<file path="src/rtl/wb_bus_arbiter_pkg.sv">
// Shared encodings and the latched Wishbone request record for the IF/MEM bus arbiter.
// State codes keep the legacy 2-bit values so existing trace decoders still apply.
package wb_bus_arbiter_pkg;

  localparam logic [1:0] WBA_IDLE = 2'd0;
  localparam logic [1:0] WBA_IF   = 2'd1;
  localparam logic [1:0] WBA_MEM  = 2'd2;

  localparam logic [3:0]  WB_SEL_ALL = 4'hF;
  localparam logic [31:0] ZERO_WORD  = 32'h0000_0000;

  typedef struct packed {
    logic        we;
    logic [3:0]  sel;
    logic [31:0] adr;
    logic [31:0] dat;
  } wb_req_t;

endpackage

</file>
<file path="src/rtl/wb_timeout_cnt.sv">
// Watchdog for one Wishbone transaction: counts unacknowledged cycles and flags when LIMIT is reached.
module wb_timeout_cnt #(
  parameter int W     = 8,
  parameter int LIMIT = 255
) (
  input  logic clk,
  input  logic rst,
  input  logic clear,
  input  logic enable,
  output logic hit
);

  localparam logic [W-1:0] LIMIT_V = W'(LIMIT);

  logic [W-1:0] cnt;

  always_ff @(posedge clk or negedge rst) begin
    if (!rst) begin
      cnt <= '0;
    end else if (clear) begin
      cnt <= '0;
    end else if (enable && !hit) begin
      cnt <= cnt + 1'b1;
    end
  end

  assign hit = (cnt == LIMIT_V);

endmodule

</file>
<file path="src/rtl/wb_bus_arbiter.sv">
// Shares the single Wishbone master port between fetch (IF) and load/store (MEM), one
// classic cycle at a time, with IF anti-starvation, flush cancellation and a hung-slave timeout.
module wb_bus_arbiter
  import wb_bus_arbiter_pkg::*;
#(
  parameter int TIMEOUT    = 255,
  parameter int STARVE_MAX = 4
) (
  input  logic        clk,
  input  logic        rst,
  input  logic        flush_i,
  input  logic        if_req_i,
  input  logic [31:0] if_addr_i,
  output logic [31:0] if_rdata_o,
  output logic        if_ack_o,
  output logic        stall_req_if,
  input  logic        mem_req_i,
  input  logic        mem_we_i,
  input  logic [3:0]  mem_sel_i,
  input  logic [31:0] mem_addr_i,
  input  logic [31:0] mem_wdata_i,
  output logic [31:0] mem_rdata_o,
  output logic        mem_ack_o,
  output logic        stall_req_mem,
  output logic        wb_cyc_o,
  output logic        wb_stb_o,
  output logic        wb_we_o,
  output logic [3:0]  wb_sel_o,
  output logic [31:0] wb_adr_o,
  output logic [31:0] wb_dat_o,
  input  logic [31:0] wb_dat_i,
  input  logic        wb_ack_i,
  output logic        bus_err_o,
  output logic [1:0]  dbg_state
);

  // Handshake: a requester raises x_req_i and holds it, with its operands stable, until the
  // single-cycle x_ack_o pulse; no new grant is issued in a cycle where any x_ack_o is high,
  // so a still-high request seen in its ack cycle is never mistaken for a fresh one.

  // STARVE_MAX must fit the 3-bit starvation counter.
  localparam logic [2:0] STARVE_LIM = 3'(STARVE_MAX);

  logic [1:0] state;
  logic [2:0] starve_cnt;
  logic       cancel;
  logic       cyc_q;
  wb_req_t    bus_q;

  logic if_live;
  logic grant_if;
  logic grant_mem;
  logic if_drop;
  logic tmo_clear;
  logic tmo_en;
  logic tmo_hit;

  always_comb begin
    if_live   = if_req_i & ~flush_i;
    grant_if  = 1'b0;
    grant_mem = 1'b0;
    if (state == WBA_IDLE && !if_ack_o && !mem_ack_o) begin
      if (if_live && (!mem_req_i || starve_cnt == STARVE_LIM)) begin
        grant_if = 1'b1;
      end else if (mem_req_i) begin
        grant_mem = 1'b1;
      end
    end
    if_drop   = cancel | flush_i;
    tmo_clear = grant_if | grant_mem;
    tmo_en    = (state != WBA_IDLE) & ~wb_ack_i;
  end

  wb_timeout_cnt #(
    .W     (8),
    .LIMIT (TIMEOUT)
  ) u_timeout (
    .clk    (clk),
    .rst    (rst),
    .clear  (tmo_clear),
    .enable (tmo_en),
    .hit    (tmo_hit)
  );

  always_ff @(posedge clk or negedge rst) begin
    if (!rst) begin
      state       <= WBA_IDLE;
      starve_cnt  <= '0;
      cancel      <= 1'b0;
      cyc_q       <= 1'b0;
      bus_q       <= '0;
      if_rdata_o  <= ZERO_WORD;
      mem_rdata_o <= ZERO_WORD;
      if_ack_o    <= 1'b0;
      mem_ack_o   <= 1'b0;
      bus_err_o   <= 1'b0;
    end else begin
      if_ack_o  <= 1'b0;
      mem_ack_o <= 1'b0;
      bus_err_o <= 1'b0;
      case (state)
        WBA_IDLE: begin
          if (grant_if) begin
            state      <= WBA_IF;
            cyc_q      <= 1'b1;
            bus_q      <= '{we: 1'b0, sel: WB_SEL_ALL, adr: if_addr_i, dat: ZERO_WORD};
            starve_cnt <= '0;
            cancel     <= 1'b0;
          end else if (grant_mem) begin
            state <= WBA_MEM;
            cyc_q <= 1'b1;
            bus_q <= '{we: mem_we_i, sel: mem_sel_i, adr: mem_addr_i, dat: mem_wdata_i};
            if (if_req_i && starve_cnt != STARVE_LIM) begin
              starve_cnt <= starve_cnt + 3'd1;
            end
          end
        end
        WBA_IF: begin
          // A real ack takes priority over a timeout landing in the same cycle.
          if (wb_ack_i || tmo_hit) begin
            state     <= WBA_IDLE;
            cyc_q     <= 1'b0;
            cancel    <= 1'b0;
            bus_err_o <= ~wb_ack_i;
            if (!if_drop) begin
              if_ack_o   <= 1'b1;
              if_rdata_o <= wb_ack_i ? wb_dat_i : ZERO_WORD;
            end
          end else if (flush_i) begin
            cancel <= 1'b1;
          end
        end
        WBA_MEM: begin
          if (wb_ack_i || tmo_hit) begin
            state     <= WBA_IDLE;
            cyc_q     <= 1'b0;
            bus_err_o <= ~wb_ack_i;
            mem_ack_o <= 1'b1;
            if (!wb_ack_i) begin
              mem_rdata_o <= ZERO_WORD;
            end else if (!bus_q.we) begin
              mem_rdata_o <= wb_dat_i;
            end
          end
        end
        default: begin
          state <= WBA_IDLE;
          cyc_q <= 1'b0;
        end
      endcase
    end
  end

  assign wb_cyc_o      = cyc_q;
  assign wb_stb_o      = cyc_q;
  assign wb_we_o       = bus_q.we;
  assign wb_sel_o      = bus_q.sel;
  assign wb_adr_o      = bus_q.adr;
  assign wb_dat_o      = bus_q.dat;
  assign stall_req_if  = if_req_i & ~if_ack_o;
  assign stall_req_mem = mem_req_i & ~mem_ack_o;
  assign dbg_state     = state;

endmodule
</file>
<file path="config.mk">
export PLATFORM = sky130hd
export DESIGN_NAME = wb_bus_arbiter
export DESIGN_NICKNAME = d
export VERILOG_FILES = /design/src/rtl/wb_bus_arbiter_pkg.sv /design/src/rtl/wb_timeout_cnt.sv /design/src/rtl/wb_bus_arbiter.sv
export SDC_FILE = /design/constraint.sdc
export NUM_CORES = 1
export LEC_CHECK = 0
export ABC_AREA = 1
export CORE_MARGIN = 4
export CORE_UTILIZATION = 43
export CTS_CLUSTER_DIAMETER = 80
export DETAILED_ROUTE_END_ITERATION = 10
export PLACE_DENSITY = 0.79
export SLEW_MARGIN = 20
export SYNTH_ARGS = -nofsm -noshare
export SYNTH_HDL_FRONTEND = slang
export SYNTH_SLANG_ARGS = --single-unit
</file>
<file path="constraint.sdc">
create_clock -name clk -period 1.9 [get_ports clk]
set_clock_uncertainty 0.1 [all_clocks]
set_input_delay 0.38 -clock clk [delete_from_list [all_inputs] [get_ports clk]]
set_output_delay 0.38 -clock clk [all_outputs]
set_load 0.1 [all_outputs]
</file>
=== Word level (Yosys, flattened, before mapping) ===
Index checks and enable logic that the tools add are counted.

* Memory bits (writable): 0
* Bits of input ports: 139
* Word-level logic and storage cells: 95
* ROM bits: 0
* Register bits: 151
* Memories: 0
* Latch bits: 0

* Reductions and logical operators: 24
* Equality and inequality tests: 10
* Add/subtract/negate cells: 2
* $lt $le $gt $ge: 0
* Muxes and demuxes: 34
* Shift-type cells: 0
* Bitwise logic cells: 11
* Multipliers: 0
* Divide/modulo/power cells: 0

{| class="wikitable"
|+ Operators with widths
! operator !! number
|-
| 2-to-1 mux 69 bit || 2
|-
| 2-to-1 mux 32 bit || 3
|-
| 2-to-1 mux 1 bit || 18
|-
| 2-to-1 mux 8 bit || 2
|-
| AND reduction 3 bit || 4
|-
| nonzero test 2 bit || 5
|-
| 2-to-1 mux 3 bit || 3
|-
| inequality test 3 bit (second input constant) || 3
|-
| adder 8 x 1 -> 8 bit (second input constant) || 1
|-
| equality test 8 bit (second input constant) || 1
|-
| 2-to-1 mux 2 bit || 3
|-
| logical AND 1 bit || 5
|-
| inverter 1 bit || 5
|-
| bitwise AND 1 bit || 4
|-
| zero test 1 bit || 4
|-
| inequality test 2 bit (second input constant) || 2
|-
| case mux 1 bit (2 select lines) || 2
|-
| case mux 2 bit (2 select lines) || 1
|-
| AND reduction 2 bit || 2
|-
| adder 3 x 1 -> 3 bit (second input constant) || 1
|-
| equality test 3 bit (second input constant) || 1
|-
| equality test 2 x 1 -> 1 bit (second input constant) || 1
|-
| equality test 2 bit (second input constant) || 1
|-
| zero test 2 bit || 1
|-
| 4 further kinds || 6
|}

=== Depth between registers and ports, before layout ===
* Depth after elaboration: 8
* Mapped depth: 11

=== By module ===
Synthesis repeated with hierarchy kept, for this count alone.

* Cells, all modules: 822
* Area total of the unflattened synthesis: 6,764.0 µm²

{| class="wikitable"
|+ Modules (own cells, without submodules)
! module !! instances !! area an instance (µm²) !! cells each !! sequential area each (µm²)
|-
| wb_bus_arbiter || 1 || 6,256.0 || 752 || 3,578.4
|-
| wb_timeout_cnt || 1 || 508.0 || 70 || 200.2
|}

=== Worst setup path after synthesis ===
No wires, ideal clock.

* Path type: flip-flop to flip-flop
* Start: reg mem_ack_o
* End: reg bus_q, in the netlist wb_adr_o[21]
* Cell stages (with the launch flop): 9
* Buffers on the path: 2
* Period minus slack after synthesis: 3.321 ns
* Arrival time: 3.101 ns
* Library setup time: 0.120 ns
* Setup slack: -1.421 ns
* Cell sequence: dfrtp_1 > nor2_1 > nand3_1 > nand2_2 > inv_2 > buf_6 > buf_6 > nand2_1 > nand2_1

* Word-level cells in the longest chain between the ends: 5
* Elaborated cells on any way between the ends: 7
* Classes of those cells: mux (3); reduce/logical (4)

{| class="wikitable"
|+ Ends and longest elaborated chain
! element !! RTL line !! RTL
|-
| start: declaration || wb_bus_arbiter.sv:23 || <nowiki>output logic mem_ack_o,</nowiki>
|-
| start signal: assignment || wb_bus_arbiter.sv:95 || <nowiki>mem_ack_o <= 1'b0;</nowiki>
|-
| start signal: assignment || wb_bus_arbiter.sv:99 || <nowiki>mem_ack_o <= 1'b0;</nowiki>
|-
| start signal: assignment || wb_bus_arbiter.sv:138 || <nowiki>mem_ack_o <= 1'b1;</nowiki>
|-
| zero test 1 bit * || wb_bus_arbiter.sv:62 || <nowiki>if (state == WBA_IDLE && !if_ack_o && !mem_ack_o) begin</nowiki>
|-
| logical AND 1 bit * || wb_bus_arbiter.sv:62 ||
|-
| 2-to-1 mux 1 bit || wb_bus_arbiter.sv:62 ||
|-
| nonzero test 2 bit (no source line) || n/a ||
|-
| AND reduction 2 bit (no source line) || n/a ||
|-
| end signal: assignment || wb_bus_arbiter.sv:106 || <nowiki>bus_q <= '{we: 1'b0, sel: WB_SEL_ALL, adr: if_addr_i, dat: ZERO_WORD};</nowiki>
|-
| end signal: assignment || wb_bus_arbiter.sv:112 || <nowiki>bus_q <= '{we: mem_we_i, sel: mem_sel_i, adr: mem_addr_i, dat: mem_wdata_i};</nowiki>
|-
| end: declaration || wb_bus_arbiter.sv:48 || <nowiki>wb_req_t bus_q;</nowiki>
|}

Mark *: on every way between the ends. The rest lies on a longest branch, timed or not.
A chain may end at the register's enable or synchronous reset.

=== Worst setup path after layout ===
* Start: in mem_req_i
* End: out stall_req_mem

* Word-level cells in the longest chain between the ends: 1

{| class="wikitable"
|+ Ends and longest elaborated chain
! element !! RTL line !! RTL
|-
| start: declaration || wb_bus_arbiter.sv:17 || <nowiki>input logic mem_req_i,</nowiki>
|-
| bitwise AND 1 bit || wb_bus_arbiter.sv:161 || <nowiki>assign stall_req_mem = mem_req_i & ~mem_ack_o;</nowiki>
|-
| end: declaration || wb_bus_arbiter.sv:24 || <nowiki>output logic stall_req_mem,</nowiki>
|}

Every way passes these cells.

==> results.yml <==
final_layout:
  seq_area_sq_um: 3790
  drive_above_1_share: 0.229
  area_growth_pct: 78.8
  multi_input_area_sq_um: 2530
  nFillCells: 891
  nNetsFinal: 1266
  antennaDiodeCount: 0
clocking:
  numCtsBuffers: 17
  cts.sinks: 151
  cts_tree: "yes"
  post-cts-setup-buffer-count: 0
  insertion_delay_ns: 0.42
  cts_buffer_depth: 2
  cts_root_buf: "clkbuf_16"
  cts-htree-levels: 4
  clk_pin_slew_ns: 0.06
setup_path:
  critPathKind: "input pin to output port"
  cp_max_fo: 2
  endpoint_kind: "output port"
  crit_arrival_ns: 1.36
  rrSetupSlack_ns: 0.09
  required_ns: 1.42
  worst_setup_path_start_kind: "input pin"
logic_synthesis:
  syn_area_sq_um: 6850
  yosysUniqueCellTypes: 27
  synth_top_area_share: 0.552
  synth_ff_type: "dfrtp_1"
  synth_top_cell_by_area: "dfrtp_1"
  synth_compound_area_frac: 0.0654
  synth_edf_count: 0
  synthSimpleGateAreaFrac: 0.282
  synthMuxAreaShare: 0
  async_flop_share: 1.00
  netlist_instances: 829
  synth_top_family_by_area: "simple AND/OR/NAND/NOR gates"
  ys_warn_count: 0
  synth_xor_area_frac: 0.00384
  synth_most_common_cell: "nand2_1"
  synth_fa_ha_area_frac: 0.0110
  yosys-top-cells-area: "dfrtp_1 (55%), nand2_1 (19%), nand3_1 (6.4%)"
  syn-num-nets: 974
  avgSynthCellArea_sq_um: 8.26
  synth_seq_area_share: 0.552
  synth_seq_cells: 151
  synthTopCellsByCount: "nand2_1 (350), dfrtp_1 (151), nand3_1 (87)"
place:
  place_ws_ns: -0.124
  io_buffers: 280
  gp_congestion: 0.802
  hpwl_mm: 16.8
sta:
  slew_headroom: 0.753
  hold_viol: 0
  tightest_slew_ns: 0.370
  setup_viol: 0
  report.final.slew_viol_count: 0
  min_period_over_period: 0.966
  timing.final.ws_setup_ns: 0.0637
  min_period_ns: 1.84
  fmax_mhz: 545
global_routing:
  grt_pass1_vias: 7010
  grt_max_degree: 66
  grt_use_total: 0.258
  antenna_found_initial: 0
  overflow: 0
  grt_pass1_wl_mm: 36.5
floorplanning:
  io_pins: 281
  fp.dieH_um: 134
  chipWidth_um: 134
  rows: 45
  dieArea_sq_um: 18000
  start_util: 0.445
  core_sq_um: 15400
min_path:
  hp-class: "input pin to register"
routing:
  final_antenna_net_count: 0
  avgViaCountPerCell: 4.96
  drtIter0Drc: 361
  drt-total-wl_mm: 23.2
  vias: 6669
  detail_route.wl_per_cell_um: 17.3
  dr.pass1.iters: 4
  route.detailed.drc: 0
run_status:
  status: "finished clean"
flow_run:
  maxCapViolations: 0
-- worst max-delay path, stage by stage --
cell,delay [ns]
clkdlybuf4s50_1,0.50
inv_1,0.08
nor2_4,0.11
buf_4,0.12
buf_12,0.16
-- layout make-up --
class                           instances  share of cell area
Timing Repair Buffer                  317               0.385
Sequential cell                       151               0.310
Multi-Input combinational cell        548               0.207
Clock buffer                           19              0.0362
Inverter                               86              0.0264
Tap cell                              211              0.0216
Clock inverter                         13              0.0137
-- cell families (layout without fill, tap and decap cells) --
family | Yosys count | after routing
and+or+nand+nor | 468 | 468
DFF | 151 | 151
buffers and inverters | 130 | 435
AOI/OAI and AO/OA | 71 | 71
adders and majority gates | 6 | 6
xor gates and xnor gates | 3 | 3
-- sequential cells by signal (all words and copies together), names as in the netlist, 2 cells and up --
name,flops
dbg_state,2
if_rdata_o,32
mem_rdata_o,32
starve_cnt,3
u_timeout.cnt,8
wb_adr_o,32
wb_dat_o,32
wb_sel_o,4
-- stage by stage --
stage	TNS (ns)	hold WS, ns	cell area, sq um	std cells	util
final	0	0.341	12200	1345	0.796
after global routing	-0.0140	0.341	12200	1345	0.796
after CTS	0	0.334	12200	1344	0.793
after detailed placement	-6.45	0.204	11600	1311	0.752
after global placement	-1.84	0.208	11600	1311	0.752
after floorplan	-8.81	-0.0156	6890	829	-
-- path summary, 6_finish.rpt --
kind / cells past startpoint / startpoint / end
setup / recovery: 5 / mem_req_i / stall_req_mem
hold / removal: 5 / if_req_i / starve_cnt[1]
setup reg to reg: 7 / dbg_state[0] / if_rdata_o[26]
hold reg to reg: 2 / starve_cnt[1] / starve_cnt[1]
max in group asynchronous: 3 / rst / mem_rdata_o[8]
min in group asynchronous: 2 / rst / bus_err_o
-- layout by cell type (no fill, tap or decap), drive strengths merged, types with 2 or more instances in the layout --
master | synthesis | routed
nand2 | 355 | 355
buf | 31 | 178
dfrtp | 151 | 151
clkdlybuf4s50 | 0 | 136
inv | 86 | 90
nand3 | 88 | 88
o21ai | 68 | 68
clkbuf | 13 | 20
nor2 | 20 | 20
ha | 6 | 6
clkinvlp | 0 | 4
xor2 | 3 | 3
bufinv | 0 | 3
nand4 | 2 | 2
clkinv | 0 | 2
-- layer usage --
metal	share of wire	up-vias	routed length [um]	track usage
met2	0.49	304	11500	0.432
met4	0.031	0	723	0.105
li1	-	3159	-	-
met3	0.11	55	2620	0.109
met5	0	-	0	0
met1	0.36	3151	8420	0.291
-- what timing repair did --
action | in CTS | in global routing
gates cloned | 0 | 1
hold endpoints to repair | 30 | 0
hold buffers | 1 | 0
resized for setup | 2 | 10
endpoints found under the setup margin | 22 | 82
pin swaps | 0 | 0
Power is not shown: default switching activity piles up to over one toggle a cycle in this logic, so the estimate is an artifact.
